$ cat src/rtl/uart_pkg.sv
// Shared types and constants for the UART sender/receiver pair.
package uart_pkg;

  typedef enum logic [2:0] {
    ST_IDLE,
    ST_REQ,
    ST_WAIT,
    ST_START,
    ST_DATA,
    ST_PARITY,
    ST_STOP
  } uart_state_t;

  localparam int unsigned PARITY_NONE = 0;
  localparam int unsigned PARITY_ODD  = 1;
  localparam int unsigned PARITY_EVEN = 2;

  localparam int unsigned DEFAULT_CLK_PER_BIT = 868;

  function automatic logic parity_bit(input logic [7:0] b, input int unsigned mode);
    return (mode == PARITY_ODD) ? ~^b : ^b;
  endfunction

endpackage

$ cat src/rtl/uart_baud_counter.sv
// Bit-period timer: free-runs while enabled and pulses tick on the last cycle of each bit.
module uart_baud_counter
  import uart_pkg::*;
#(
  parameter int unsigned CLK_PER_BIT = DEFAULT_CLK_PER_BIT
) (
  input  logic CLK,
  input  logic reset,
  input  logic clear,
  input  logic enable,
  output logic tick
);

  localparam int unsigned CW = (CLK_PER_BIT > 1) ? $clog2(CLK_PER_BIT) : 1;
  localparam logic [CW-1:0] LAST = CW'(CLK_PER_BIT - 1);

  logic [CW-1:0] r_count;

  assign tick = enable && (r_count == LAST);

  always_ff @(posedge CLK) begin
    if (reset || clear) begin
      r_count <= '0;
    end else if (enable) begin
      r_count <= tick ? '0 : r_count + CW'(1);
    end
  end

endmodule

$ cat src/rtl/uart_sender.sv
// UART transmitter pulling bytes from the sender buffer via sender_ready/in_valid.
module uart_sender
  import uart_pkg::*;
#(
  parameter int unsigned CLK_PER_BIT = DEFAULT_CLK_PER_BIT,
  parameter int unsigned PARITY      = PARITY_NONE,
  parameter int unsigned STOP_BITS   = 1
) (
  input  logic       CLK,
  input  logic       reset,
  input  logic [7:0] in_data,
  input  logic       in_valid,
  output logic       sender_ready,
  output logic       txd,
  output logic       busy
);

  uart_state_t r_state;
  logic [7:0]  r_shift;
  logic [3:0]  r_bit_cnt;
  logic        r_parity;
  logic        r_txd;

  logic w_tick;
  logic w_load;
  logic w_busy;

  assign sender_ready = (r_state == ST_REQ);
  assign w_busy       = r_state inside {ST_START, ST_DATA, ST_PARITY, ST_STOP};
  assign busy         = w_busy;
  assign txd          = r_txd;
  assign w_load       = (r_state == ST_WAIT) && in_valid;

  uart_baud_counter #(
    .CLK_PER_BIT(CLK_PER_BIT)
  ) u_baud (
    .CLK   (CLK),
    .reset (reset),
    .clear (w_load),
    .enable(w_busy),
    .tick  (w_tick)
  );

  always_ff @(posedge CLK) begin
    if (reset) begin
      r_state   <= ST_IDLE;
      r_shift   <= '0;
      r_bit_cnt <= '0;
      r_parity  <= 1'b0;
      r_txd     <= 1'b1;
    end else begin
      case (r_state)
        ST_IDLE: r_state <= ST_REQ;
        ST_REQ:  r_state <= ST_WAIT;
        ST_WAIT: begin
          if (in_valid) begin
            // Parity latched from the loaded byte; the shift register is consumed later.
            r_shift   <= in_data;
            r_parity  <= parity_bit(in_data, PARITY);
            r_bit_cnt <= '0;
            r_txd     <= 1'b0;
            r_state   <= ST_START;
          end else begin
            r_state <= ST_IDLE;
          end
        end
        ST_START: begin
          if (w_tick) begin
            r_txd     <= r_shift[0];
            r_bit_cnt <= '0;
            r_state   <= ST_DATA;
          end
        end
        ST_DATA: begin
          if (w_tick) begin
            r_shift <= r_shift >> 1;
            if (r_bit_cnt == 4'd7) begin
              r_bit_cnt <= '0;
              if (PARITY != PARITY_NONE) begin
                r_txd   <= r_parity;
                r_state <= ST_PARITY;
              end else begin
                r_txd   <= 1'b1;
                r_state <= ST_STOP;
              end
            end else begin
              r_bit_cnt <= r_bit_cnt + 4'd1;
              r_txd     <= r_shift[1];
            end
          end
        end
        ST_PARITY: begin
          if (w_tick) begin
            r_txd     <= 1'b1;
            r_bit_cnt <= '0;
            r_state   <= ST_STOP;
          end
        end
        ST_STOP: begin
          if (w_tick) begin
            if (r_bit_cnt == 4'(STOP_BITS - 1)) begin
              r_bit_cnt <= '0;
              r_state   <= ST_IDLE;
            end else begin
              r_bit_cnt <= r_bit_cnt + 4'd1;
            end
          end
        end
        default: begin
          r_txd   <= 1'b1;
          r_state <= ST_IDLE;
        end
      endcase
    end
  end

endmodule

$ cat config.mk
export PLATFORM = sky130hd
export DESIGN_NAME = uart_sender
export DESIGN_NICKNAME = d
export VERILOG_FILES = /design/src/rtl/uart_pkg.sv /design/src/rtl/uart_baud_counter.sv /design/src/rtl/uart_sender.sv
export SDC_FILE = /design/constraint.sdc
export NUM_CORES = 1
export LEC_CHECK = 0
export BUFFER_PORTS_ARGS = -buffer_cell sky130_fd_sc_hd__buf_2
export CORE_MARGIN = 1.5
export CORE_UTILIZATION = 25
export DETAILED_ROUTE_END_ITERATION = 8
export PLACE_DENSITY = 0.46
export SETUP_SLACK_MARGIN = 0.15
export SLEW_MARGIN = 20
export SYNTH_ARGS = -nofsm -noshare
export SYNTH_HDL_FRONTEND = slang
export SYNTH_SLANG_ARGS = --single-unit
$ cat constraint.sdc
create_clock -name CLK -period 1.9 [get_ports CLK]
set_clock_uncertainty 0.05 [all_clocks]
set_input_delay 0 -clock CLK [delete_from_list [all_inputs] [get_ports CLK]]
set_output_delay 0 -clock CLK [all_outputs]
set_load 0.005 [all_outputs]
# --- Word-level counts from Yosys, hierarchy flattened ---
# Index checks and enable logic that the tools add are counted.
totals:
  regBits: 26
  inputBits: 11
  word_cells: 63
classes:
  addsub: 2
  n_eq_ne: 16
  mux: 25
  bitwise: 1
  reduce_logical: 14
op_table:
  columns: ["operator", "count"]
  rows:
  - ["4-bit 2-to-1 mux", 6]
  - ["3-bit case mux with 7 select lines", 1]
  - ["3-bit 2-to-1 mux", 6]
  - ["8-bit 2-to-1 mux", 2]
  - ["4-bit case mux with 4 select lines", 1]
  - ["8-bit case mux with 2 select lines", 1]
  - ["2-bit by 1-bit inequality test with 1-bit output, second input constant", 7]
  - ["10-bit by 1-bit adder with 10-bit output, second input constant", 1]
  - ["10-bit equality test, second input constant", 1]
  - ["10-bit 2-to-1 mux", 1]
  - ["5-bit AND reduction", 2]
  - ["3-bit equality test, second input constant", 3]
  - ["4-bit nonzero test", 2]
  - ["3-bit by 2-bit equality test with 1-bit output, second input constant", 2]
  - ["6-bit AND reduction", 1]
  - ["1-bit 2-to-1 mux", 5]
  - ["1-bit case mux with 5 select lines", 1]
  - ["4-bit by 1-bit adder with 4-bit output, second input constant", 1]
  - ["4-bit by 3-bit equality test with 1-bit output, second input constant", 1]
  - ["4-bit zero test", 1]
  - ["3-bit by 1-bit equality test with 1-bit output, second input constant", 1]
  - ["3-bit zero test", 1]
  - ["3-bit AND reduction", 1]
  - ["3-bit OR reduction", 1]
  - ["other kinds (7)", 8]

# --- Longest topological paths before layout ---
logic_depth:
  depth_word: 5
  depth_mapped: 7

# --- By module ---
# A second synthesis with hierarchy kept.
hier_totals:
  hier_cells: 167
  area_unflattened_um2: 1477.7
by_module_without_submodules:
  columns: ["mod", "instances", "cells_each", "area_each_um2", "seq_area_each_um2"]
  rows:
  - ["uart_sender", 1, 111, 972.2, 320.3]
  - ["uart_baud_counter", 1, 56, 505.5, 200.2]

# --- Least setup slack after synthesis ---
# Ideal clock, no wire load.
synth_path:
  path_kind: "register to register"
  from: "register r_bit_cnt[0]"
  to: "register r_bit_cnt[3]"
  setup_time_ps: 75
  arrival_ps: 1635
  slack_ps: 140
  path_stages_with_launch: 7
  cell_sequence: "dfxtp_1 > inv_1 > ha_1 > nor4bb_4 > or3_4 > a2111o_1 > o22ai_1"
synth_via:
  elab_chain_len: 4
  word_cells_on_any_way: 8
  classes_between: "add/sub: 1; eq/ne: 1; mux: 5; reduce/logical: 1"
synth_rtl:
  columns: ["element", "line_no", "source"]
  rows:
  - ["start: declaration", "uart_sender.sv:20", "logic [3:0] r_bit_cnt;"]
  - ["start signal: assignment", "uart_sender.sv:87", "r_bit_cnt <= r_bit_cnt + 4'd1;"]
  - ["start signal: assignment", "uart_sender.sv:105", "r_bit_cnt <= r_bit_cnt + 4'd1;"]
  - ["4-bit by 1-bit adder with 4-bit output (tied with other cells)", "uart_sender.sv:87, uart_sender.sv:105", null]
  - ["4-bit 2-to-1 mux (on tied branches)", "uart_sender.sv:101, uart_sender.sv:77", null]
  - ["4-bit 2-to-1 mux (on tied branches)", "uart_sender.sv:100, uart_sender.sv:75", null]
  - ["4-bit case mux with 4 select lines *", "uart_sender.sv:52", "case (r_state)"]
# Mark *: on every way between the ends. The rest lies on a longest branch, timed or not. The select of a mux whose other input is x is not followed.
# A chain may end at the register's enable or synchronous reset.

# --- Worst setup path after layout ---
# Ends and elaborated chain as after synthesis.

==> metrics.csv <==
stage,metric,value,unit
power,power_density,542.0,nW/um^2
global_route,grt_antenna_before_repair,0,
yosys,synth_ff_type,dfxtp_1,
run_status,status,finished clean,
yosys,post_synth.cell_area_avg,9.013,sq um
yosys,synthCells,172,
drt,vias,1369,
critical_path,crit_type,flop to flop,
placement,gp_congestion,0.7977,
final_layout,stdcell_area,1921,sq um
critical_path,endpoint_kind,flop,
floorplanning,dieWidth,81.75,microns
yosys,seq_area_frac_synth,33.58,%
cts,clockBufferDepth,2,
drt,highest_layer,met4,
floorplanning,io_pins,14,
cts,path_clk_slew,0.09,ns
drt,drtIter0Drc,90,
final_layout,num_antenna_cells,0,
floorplanning,die-area,6682,sq um
critical_path,crit_arrival,1.89,ns
cts,clkLatencyLatePin,0.27,ns
power,peakVddDrop,0.0002098,V
yosys,synth_cell_types,58,
final_layout,area_growth,23.89,%
sta,drv_slew,0,
hold_path,hold_class,input pin to flop,
critical_path,startpoint_type,flop,
drt,route.met3.wl,94,microns
power,p_leak,0.0006852,uW
placement,hpwl,2636,microns
cts,cts.sinks,26,
yosys,async_reset_ff_share,0,%
final_layout,finish.utilization,32.25,%
drt,met2_length,1684,microns
final_layout,nFillCells,662,
yosys,netlist.area_leader.share,33.58,%
yosys,synth_nets,186,
sta,worst_pin_slew,0.2817,ns
floorplanning,core-area,5956,sq um
floorplanning,num_rows,28,
final_layout,fin_nets,214,
yosys,synth_area_leader_cell,dfxtp_1,
drt,route.detailed.drc,0,
drt,routed_wl,3717,microns
sta,fmax,573.8,MHz
drt,ant_nets,0,
global_route,grt_pass1_vias,1226,
final_layout,regArea,529.3,sq um
drt,met1Wirelength,1898,microns
sta,grt_setup_unrepaired,true,
placement,placed_area,1770,sq um
critical_path,cp_max_fo,5,
global_route,grt_pass1_wl,6058,microns
sta,finalHoldViolCount,0,
sta,final_min_period_over_clock_period,91.72,%
final_layout,multi_input_area,991.0,sq um
placement,io_buffers,13,
cts,cts_inserted_buffers,3,
yosys,yosysWarningCount,0,
sta,setup_violations,0,
drt,viasPerCell,5.015,
cts,h-tree-depth,1,
yosys,ys_ff_latch,26,
floorplanning,die_h,81.75,microns
sta,slew_headroom,81.19,%
sta,min_period,1.743,ns
yosys,synth_edf_count,0,
global_route,grt_overflow,0,
job,drv_cap,0,
sta,timing.setup.tns,0,ns
yosys,netlist_area,1550,sq um
cts,cts-root-buf,clkbuf_8,
global_route,grt_max_degree,14,
critical_path,required,2.05,ns
cts,cts_tree,done,
floorplanning,start_util,26.03,%
yosys,ys_top_cells_by_area,"dfxtp_1 (34%), nand2_1 (4.6%), xor2_1 (4.0%)",
global_route,track_usage,11.74,%
drt,drtPass1Iterations,4,
drt,wl_per_cell,13.62,microns
final_layout,drive_above_1_share,34.34,%
[metal layers]
layer / GRT usage (%) / up-vias
met4: 4.068 / 0
li1: - / 698
met5: 0 / -
met2: 17.79 / 23
met3: 1.556 / 2
met1: 16.89 / 646
[flip-flops by register name (all words and copies together), names as in the netlist]
register / cells
txd: 1
r_bit_cnt: 4
r_shift: 8
r_state: 3
u_baud.r_count: 10
[power breakdown]
group / switching, uW / internal (uW) / leakage (uW) / total (uW)
Clock: 175 / 142 / 0.0000216 / 317
Sequential: 13.6 / 557 / 0.000213 / 570
Combinational: 77.0 / 76.8 / 0.000451 / 154
[worst max-delay path, cell delays in order, from the launching register on]
cell      delay (ns)
dfxtp_4         0.38
inv_2           0.05
ha_4            0.14
nor4bb_4        0.16
or3_4           0.40
a2111o_1        0.35
o22ai_1         0.14
[layout make-up]
type                       count  area share (%)
clock buffer                   3           2.150
timing repair buffer          35           12.44
tap                           75           4.886
inverter                       7           1.368
multi-input combinational    127           51.60
sequential                    26           27.56
[cells in the final DEF, fill, tap and decap left out, types with 2 or more instances in the layout]
master,instances
dfxtp_1,21
buf_4,19
nand2_1,18
buf_2,13
nor2_1,12
a31oi_1,9
xor2_1,7
nand3_1,6
a21oi_1,6
o211ai_1,5
inv_1,4
o221a_2,4
dfxtp_2,4
inv_2,3
o21ai_0,3
o221a_1,3
clkbuf_8,3
or3_1,2
o2111ai_1,2
and3_1,2
nand2b_4,2
nor4bb_4,2
nor3_1,2
a22oi_1,2
a211o_1,2
dlygate4sd3_1,2
[synthesized netlist by cell type, types with 2 or more instances]
library cell	n
xor2_1	7
nand3_1	6
nor2_1	12
and3_1	2
o221a_2	4
nor3_1	2
or3_1	2
o221a_1	3
buf_2	5
ha_1	3
a21oi_1	7
clkbuf_1	3
dfxtp_1	26
o21ai_0	4
nand2b_1	2
inv_1	6
o211ai_1	5
o2111ai_1	2
a22oi_1	2
a211o_1	2
or2_1	2
a31oi_1	9
buf_6	3
nand2_1	19
[cells by family after synthesis]
group	Yosys count	synth area share, %
AO/OA/AOI/OAI	52	27.28
XOR/XNOR	8	4.520
adder cells (fa/ha/maj)	3	2.422
buffers and inverters	19	6.536
flip-flops	26	33.58
multiplexers	1	0.6457
AND/OR/NAND/NOR	63	25.02
[final timing paths]
kind | start | end | slack [ns] | depth (start not counted)
worst min register to register | u_baud.r_count[1]$_SDFFE_PP0P_ | u_baud.r_count[1]$_SDFFE_PP0P_ | 0.44 | 2
worst min-delay path | in_data[1] | r_shift[1]$_SDFFE_PP0P_ | 0.04 | 4
worst max-delay path | r_bit_cnt[0]$_SDFFE_PP0P_ | r_bit_cnt[3]$_SDFFE_PP0P_ | 0.16 | 6
worst max register to register | r_bit_cnt[0]$_SDFFE_PP0P_ | r_bit_cnt[3]$_SDFFE_PP0P_ | 0.16 | 6
[metrics by stage]
step                total power [uW]  hold WS (ns)  std cells  worst slack (ns)
floorplan                      676.6       0.08605        172            0.1783
global placement               722.9        0.2013        266            0.1262
detailed placement             721.4        0.2047        266           0.09658
CTS                             1055       0.03468        272            0.1212
global route                    1100       0.03942        273           0.08145
finish                          1041       0.03877        273            0.1573
[repair_timing]
action / 4_1_cts / 5_1_grt
setup buffers: 1 / 1
setup endpoints to repair: 12 / 17
pin swaps: 4 / 6
resized for setup: 9 / 11
hold buffers: 2 / 0
endpoints found under the hold margin: 3 / 0
No activity file was read; power rests on OpenSTA's default activity.
